File: src/rtl/irq_encoder_8_if.sv
// Request, mask and handshake signals shared between the sequencer side
// and the interrupt priority encoder.
interface irq_encoder_8_if;
    logic [7:0] req_n;
    logic       mask_we;
    logic [7:0] mask_in;
    logic       ack;
    logic [2:0] code;
    logic       valid;
    logic       gs_n;
    logic [7:0] pending;

    // Sequencer / request source side
    modport master (
        output req_n, mask_we, mask_in, ack,
        input  code, valid, gs_n, pending
    );

    // Encoder side
    modport slave (
        input  req_n, mask_we, mask_in, ack,
        output code, valid, gs_n, pending
    );
endinterface

File: src/rtl/irq_encoder_8.sv
// Eight-input interrupt priority encoder: synchronises active-low requests,
// captures falling edges into a pending register, applies a mask and presents
// the highest-priority pending line as a 3-bit code with a valid/ack handshake.
module irq_encoder_8 #(
    parameter int unsigned SYNC_STAGES = 2
) (
    input  logic              clk,
    input  logic              rst_n,
    irq_encoder_8_if.slave    bus
);

    typedef enum logic {
        IDLE,
        PRESENT
    } state_t;

    logic [7:0] sync_q [SYNC_STAGES];
    logic [7:0] hist_q;
    logic [7:0] fall;
    logic [7:0] pending_q;
    logic [7:0] mask_q;
    logic [7:0] eff;
    logic [7:0] clr;
    logic [2:0] sel;
    logic [2:0] code_q;
    logic [2:0] code_next;
    state_t     state_q;
    state_t     state_next;
    logic       valid;

    // Synchroniser chain plus history flop per line, all idle-high
    always_ff @(posedge clk or negedge rst_n) begin
        if (!rst_n) begin
            for (int unsigned i = 0; i < SYNC_STAGES; i++) begin
                sync_q[i] <= '1;
            end
            hist_q <= '1;
        end else begin
            sync_q[0] <= bus.req_n;
            for (int unsigned i = 1; i < SYNC_STAGES; i++) begin
                sync_q[i] <= sync_q[i-1];
            end
            hist_q <= sync_q[SYNC_STAGES-1];
        end
    end

    assign fall = hist_q & ~sync_q[SYNC_STAGES-1];

    // Pending capture; a new edge wins over a same-cycle acknowledge clear
    always_ff @(posedge clk or negedge rst_n) begin
        if (!rst_n) begin
            pending_q <= '0;
        end else begin
            pending_q <= (pending_q & ~clr) | fall;
        end
    end

    // Mask register, all lines disabled out of reset
    always_ff @(posedge clk or negedge rst_n) begin
        if (!rst_n) begin
            mask_q <= '1;
        end else if (bus.mask_we) begin
            mask_q <= bus.mask_in;
        end
    end

    assign eff = pending_q & ~mask_q;

    // Highest set bit of the effective request vector
    always_comb begin
        sel = '0;
        for (int unsigned i = 0; i < 8; i++) begin
            if (eff[i]) begin
                sel = i[2:0];
            end
        end
    end

    // Handshake state and presented code
    always_ff @(posedge clk or negedge rst_n) begin
        if (!rst_n) begin
            state_q <= IDLE;
            code_q  <= '0;
        end else begin
            state_q <= state_next;
            code_q  <= code_next;
        end
    end

    // Next state, code capture, valid and pending clear on acknowledge
    always_comb begin
        state_next = state_q;
        code_next  = code_q;
        valid      = 1'b0;
        clr        = '0;
        case (state_q)
            IDLE: begin
                if (|eff) begin
                    state_next = PRESENT;
                    code_next  = sel;
                end
            end
            PRESENT: begin
                valid = 1'b1;
                if (bus.ack) begin
                    state_next = IDLE;
                    clr        = 8'd1 << code_q;
                end
            end
            default: state_next = IDLE;
        endcase
    end

    assign bus.code    = code_q;
    assign bus.valid   = valid;
    assign bus.gs_n    = ~(|eff);
    assign bus.pending = pending_q;

endmodule
File: src/flat_wrapper.sv
// flat-port wrapper written by rule: the top's interface ports become plain ports
module irq_encoder_8_flat 
#(
    parameter int unsigned SYNC_STAGES = 2
)
  (clk, rst_n, bus_req_n, bus_mask_we, bus_mask_in, bus_ack, bus_code, bus_valid, bus_gs_n, bus_pending);
  irq_encoder_8_if bus_i ();
  input  logic clk;
  input  logic rst_n;
  input wire logic [$bits(bus_i.req_n)-1:0] bus_req_n;
  input wire logic [$bits(bus_i.mask_we)-1:0] bus_mask_we;
  input wire logic [$bits(bus_i.mask_in)-1:0] bus_mask_in;
  input wire logic [$bits(bus_i.ack)-1:0] bus_ack;
  output wire logic [$bits(bus_i.code)-1:0] bus_code;
  output wire logic [$bits(bus_i.valid)-1:0] bus_valid;
  output wire logic [$bits(bus_i.gs_n)-1:0] bus_gs_n;
  output wire logic [$bits(bus_i.pending)-1:0] bus_pending;
  assign bus_i.req_n = bus_req_n;
  assign bus_i.mask_we = bus_mask_we;
  assign bus_i.mask_in = bus_mask_in;
  assign bus_i.ack = bus_ack;
  assign bus_code = bus_i.code;
  assign bus_valid = bus_i.valid;
  assign bus_gs_n = bus_i.gs_n;
  assign bus_pending = bus_i.pending;
  irq_encoder_8 #(.SYNC_STAGES(SYNC_STAGES)) u_core (.clk(clk), .rst_n(rst_n), .bus(bus_i));
endmodule
File: config.mk
export PLATFORM = sky130hd
export DESIGN_NAME = irq_encoder_8_flat
export DESIGN_NICKNAME = d
export VERILOG_FILES = /design/src/rtl/irq_encoder_8_if.sv /design/src/rtl/irq_encoder_8.sv /design/src/flat_wrapper.sv
export SDC_FILE = /design/constraint.sdc
export NUM_CORES = 1
export LEC_CHECK = 0
export CORE_UTILIZATION = 40
export DETAILED_ROUTE_END_ITERATION = 7
export PLACE_DENSITY = 0.7
export SLEW_MARGIN = 20
export SYNTH_ARGS = -nofsm -noshare
export SYNTH_HDL_FRONTEND = slang
export SYNTH_SLANG_ARGS = --single-unit
File: constraint.sdc
create_clock -name clk -period 1.8 [get_ports clk]
set_input_delay 0.36 -clock clk [delete_from_list [all_inputs] [get_ports clk]]
set_output_delay 0.36 -clock clk [all_outputs]
set_load 0.005 [all_outputs]
Yosys cells after proc, flatten, opt, wreduce, memory -nomap -nowiden. Index checks and enable logic that the tools add are counted.

Logic and storage cells: 32. Flip-flop bits (word level): 44.

Reduce and logical (&&, ||, !) cells: 2. Muxes and demuxes: 13. Shift-type cells: 1. Bitwise gates (word level): 9.

Operator list (number): $and A8 B8 Y8 (3); $not A8 Y8 (3); $mux W3 (6); $mux W8 (2); $or A8 B8 Y8 (1); $reduce_or A8 Y1 (1); $shl A1 B3 Y8 const A (1); $mux W1 (4); $not A1 Y1 (2); $pmux W1 S2 (1); $reduce_and A2 Y1 (1).

Depth between registers and ports, before layout.
Depth after elaboration: 9. Gate-level depth with buffers: 4. Depth with buffers taken out: 4.

Worst setup path after synthesis. Ideal clock, no wire load.

Kind: register to register. From: register u_core.mask_q[5]. To: register u_core.code_q[0], in the netlist u_core.bus.code[0]. Setup slack: 0.312 ns. Arrival time: 1.360 ns. Clock period less this slack: 1.488 ns. Path buffers: 0. Required time: 1.672 ns. Cell stages (with the launch flop): 5. Path through: dfstp_2 nor2b_4 a2111oi_4 a31oi_1 mux2_1.

Cells in the longest elaborated chain, start to end: 5. Elaborated cells between the ends (all ways): 7. Those cells by class: mux (3); bitwise (2); reduce/logical (2).

Ends and longest elaborated chain: from (decl) (RTL line irq_encoder_8.sv:21) `logic [7:0] mask_q;`; from (signal assigned) (RTL line irq_encoder_8.sv:63) `mask_q <= bus.mask_in;`; $not A8 Y8 (*) (RTL line irq_encoder_8.sv:67) `assign eff = pending_q & ~mask_q;`; $and A8 B8 Y8 (*) (RTL line irq_encoder_8.sv:67); $mux W3 (3 in a row) (RTL line irq_encoder_8.sv:73) `if (eff[i]) begin`; to (signal assigned) (RTL line irq_encoder_8.sv:86) `code_q <= code_next;`; to (decl) (RTL line irq_encoder_8.sv:25) `logic [2:0] code_q;`.

Mark *: on every way between the ends. The rest lies on a longest branch, timed or not. A chain may end at the register's enable or synchronous reset.

Worst setup path after layout.
From: register u_core.mask_q[5]. To: output port bus_gs_n.

Cells in the longest elaborated chain, start to end: 4.

Ends and longest elaborated chain: $not A8 Y8 (RTL line irq_encoder_8.sv:67); $and A8 B8 Y8 (RTL line irq_encoder_8.sv:67); $reduce_or A8 Y1 (RTL line irq_encoder_8.sv:116) `assign bus.gs_n = ~(|eff);`; $not A1 Y1 (RTL line irq_encoder_8.sv:116); to (decl) (RTL line flat_wrapper.sv:16) `output wire logic [$bits(bus_i.gs_n)-1:0] bus_gs_n;`.

No other way between the ends.

==> qor.txt <==
met2 routed wirelength -> 1.37 mm
fraction of the yosys area taken by sequential cells -> 73.1%
number of warning messages in the yosys log -> 0
Final Worst Setup Slack -> -0.151 ns
die height -> 64.5 um
worst vdd ir -> 0.000564 V
Tcrit/Tclk final -> 108%
Required @ worst endpoint -> 1.44 ns
fin cells -> 210
CTS tree -> done
Worst R2R Start -> u_core.mask_q[5]
Initial Util -> 42.3%
DPL Wire Length -> 2.00 mm
via count of the first global-routing pass -> 1063
Power Total -> 2.43 mW
worst flop-to-flop path endpoint -> u_core.bus.code[0]
start-to-end type of the worst setup path -> reg -> out
filler cell count -> 303
slowest cell on the critical path -> dfstp_2
io pins -> 33
TritonCTS buffer count -> 5
die width -> 64.5 um
Hold-fix buffers, CTS -> 0
Post-Syn Nets -> 130
cell type with the largest total area after synthesis -> dfstp_2
Synth Area per Inst -> 14.2 sq um
number of nets still failing antenna checks after routing -> 0
max-cap viol count -> 0
count of nets after finishing -> 181
Reg2Reg Setup Slack -> 0.05 ns
actual slew at the worst max-slew pin -> 0.481 ns
Max Root-Sink Buffers -> 2
count of buffer and inverter cells on the critical path -> 1
slew margin rel. -> 67.9%
per-cell via count in the routed design -> 4.85
Clock Root Buffer -> clkbuf_8
Finish-stage setup viols -> 1
maximum number of pins on one net before global-route repair -> 26
Leak -> 0.890 nW
count of vias placed by the detailed router -> 1018
final wirelength -> 2.78 mm
fraction of final layout cells sized beyond drive strength 1 -> 40.1%
overall routing resource usage -> 15.5%
I/O Buffers -> 32
first-pass GRT wire length -> 4.61 mm
antenna violations before repair -> 0
post-synthesis instance total -> 110
crit-path leading delay family -> flip-flops
worst reg2reg path depth -> 6
maximum fanout along the worst path -> 2
Final Hold Violating Endpoints -> 0
count of distinct cell types in the synthesized netlist -> 23
Critical Path Max Stage Delay -> 0.56 ns
Crit. End Element -> output pin
hold slack -> 0.00954 ns
failing checks -> negative setup slack
arrival time of data at the critical path endpoint -> 1.59 ns
source-to-sink clock delay at the later pin of the worst-skew pair -> 0.30 ns
worst-case setup slack after placement -> -0.203 ns
DRC viols -> 0
Floorplan Core Area -> 3690 sq um
total overflow reported by the global router -> 0
n_diodes -> 0
dpl cells -> 201
shortest period the worst path allows -> 1.95 ns
cell area after synthesis -> 1560 sq um
unrepaired setup endpoints after global routing -> true
DIE AREA -> 4150 sq um
#FFs+latches synth -> 44
max layer used -> met4
RePlAce Congestion -> 0.849
run status -> complete, but fails checks
Critical Path, Cell by Cell -> nor2b_4 -> a2111oi_4 -> and3_4 -> buf_6
clock slew at reported path FFs -> 0.08 ns
setup clock skew after layout -> 0.00735 ns
first-pass iteration count of the detailed router -> 5
CP startpoint kind -> flip-flop
WL per Instance -> 13.3 um
Rows -> 22
Power Dens Cells -> 1130 nW/um^2
routed length on met3 -> 150 um
fmax -> 513 MHz
worst hold path type -> in -> async
number of violations reported at the end of detailed-routing iteration 0 -> 56
met1 layer wirelength in the final routing -> 1.14 mm
Final Max Tran Viols -> 0
Num Clock Sinks -> 44
CTS H-tree lvls -> 2
area share of the leading cell type in the synthesized netlist -> 53.9%
post-synthesis to final-layout area growth -> 38.3%
Synth area leaders -> dfstp_2 54%, dfrtp_1 19%, o21ai_0 4.5%
power breakdown:
part | switching, mW | internal, mW
combinational | 0.196 | 0.291
clock | 0.324 | 0.411
sequential | 0.0800 | 1.13
per-stage QoR:
stage	area, sq um	TNS (ns)	utilization [%]
floorplan	1560	0	-
global placement	2030	-0.178	55.2
detailed placement	2030	-0.203	55.2
CTS	2160	-0.124	58.5
global route	2160	-0.192	58.5
finish	2160	-0.151	58.5
cell usage after synthesis:
master,count
a31oi_1,1
mux2_2,6
o31a_2,1
nand3_1,2
o22ai_1,1
nand2_1,3
nor2b_1,5
nor2_1,1
mux2i_1,1
a2111oi_4,1
clkbuf_1,1
nor2b_4,1
inv_1,11
mux2_1,1
dfrtp_1,12
o21ai_1,4
dfstp_2,32
nor4_1,1
o31ai_1,3
and3_1,1
o21ai_0,14
a21oi_1,3
nand2b_1,4
cell usage in the layout (no fill, tap or decap), types with 2 or more instances in the layout:
cell,n
dfrtp_1,12
mux2_2,6
o21ai_1,4
buf_4,12
nand2b_1,4
clkbuf_8,5
o21ai_0,14
nor2b_1,5
clkdlybuf4s50_1,30
o31ai_1,3
a21oi_1,3
inv_1,11
dfstp_2,32
nand3_1,2
nand2_1,3
layout make-up:
cell class | instances | area, sq um | area share [%]
sequential | 44 | 1140 | 52.9
multi-input combinational | 54 | 379 | 17.6
clock buffer | 5 | 68.8 | 3.19
clock inverter | 3 | 41.3 | 1.91
inverter | 11 | 41.3 | 1.91
timing repair buffer | 45 | 427 | 19.8
tap | 48 | 60.1 | 2.78
repair_timing:
item	in CTS	in global routing
endpoints found under the setup margin	1	2
resized for setup	5	0
pin swaps	2	0
setup buffers	1	0
gates cloned	0	0
logic make-up after synthesis:
logic type             Yosys count  synth area share (%)
DFF                             44                  73.1
AOI/OAI and AO/OA               28                  11.4
and+or+nand+nor                 18                  6.90
buffers and inverters           12                  2.89
muxes                            8                  5.69
how the worst max path moves through the flow:
stage | start | endpoint | slack (ns) | cells past startpoint
6_report | u_core.mask_q[5] | bus_gs_n | -0.15 | 4
3_5_place_dp | u_core.mask_q[0] | bus_gs_n | -0.20 | 4
4_1_cts | u_core.mask_q[5] | bus_gs_n | -0.12 | 4
5_1_grt | u_core.mask_q[5] | bus_gs_n | -0.19 | 4
3_3_place_gp | u_core.mask_q[0] | bus_gs_n | -0.18 | 4
2_1_floorplan | u_core.mask_q[5] | u_core.bus.code[0] | 0.31 | 4
state kept, by name (all words and copies together), names as in the netlist:
name and cells:
u_core.sync_q 16, u_core.bus.pending 8, u_core.hist_q 8, u_core.bus.code 3, u_core.state_q 1, u_core.mask_q 8
metal layers:
layer  GRT usage [%]  vias to the layer above
li1                -                      475
met1            16.4                      481
met2            25.4                       45
met3            5.81                       17
met4            10.6                        0
met5               0                        -
(Power assumes the default switching activity.)
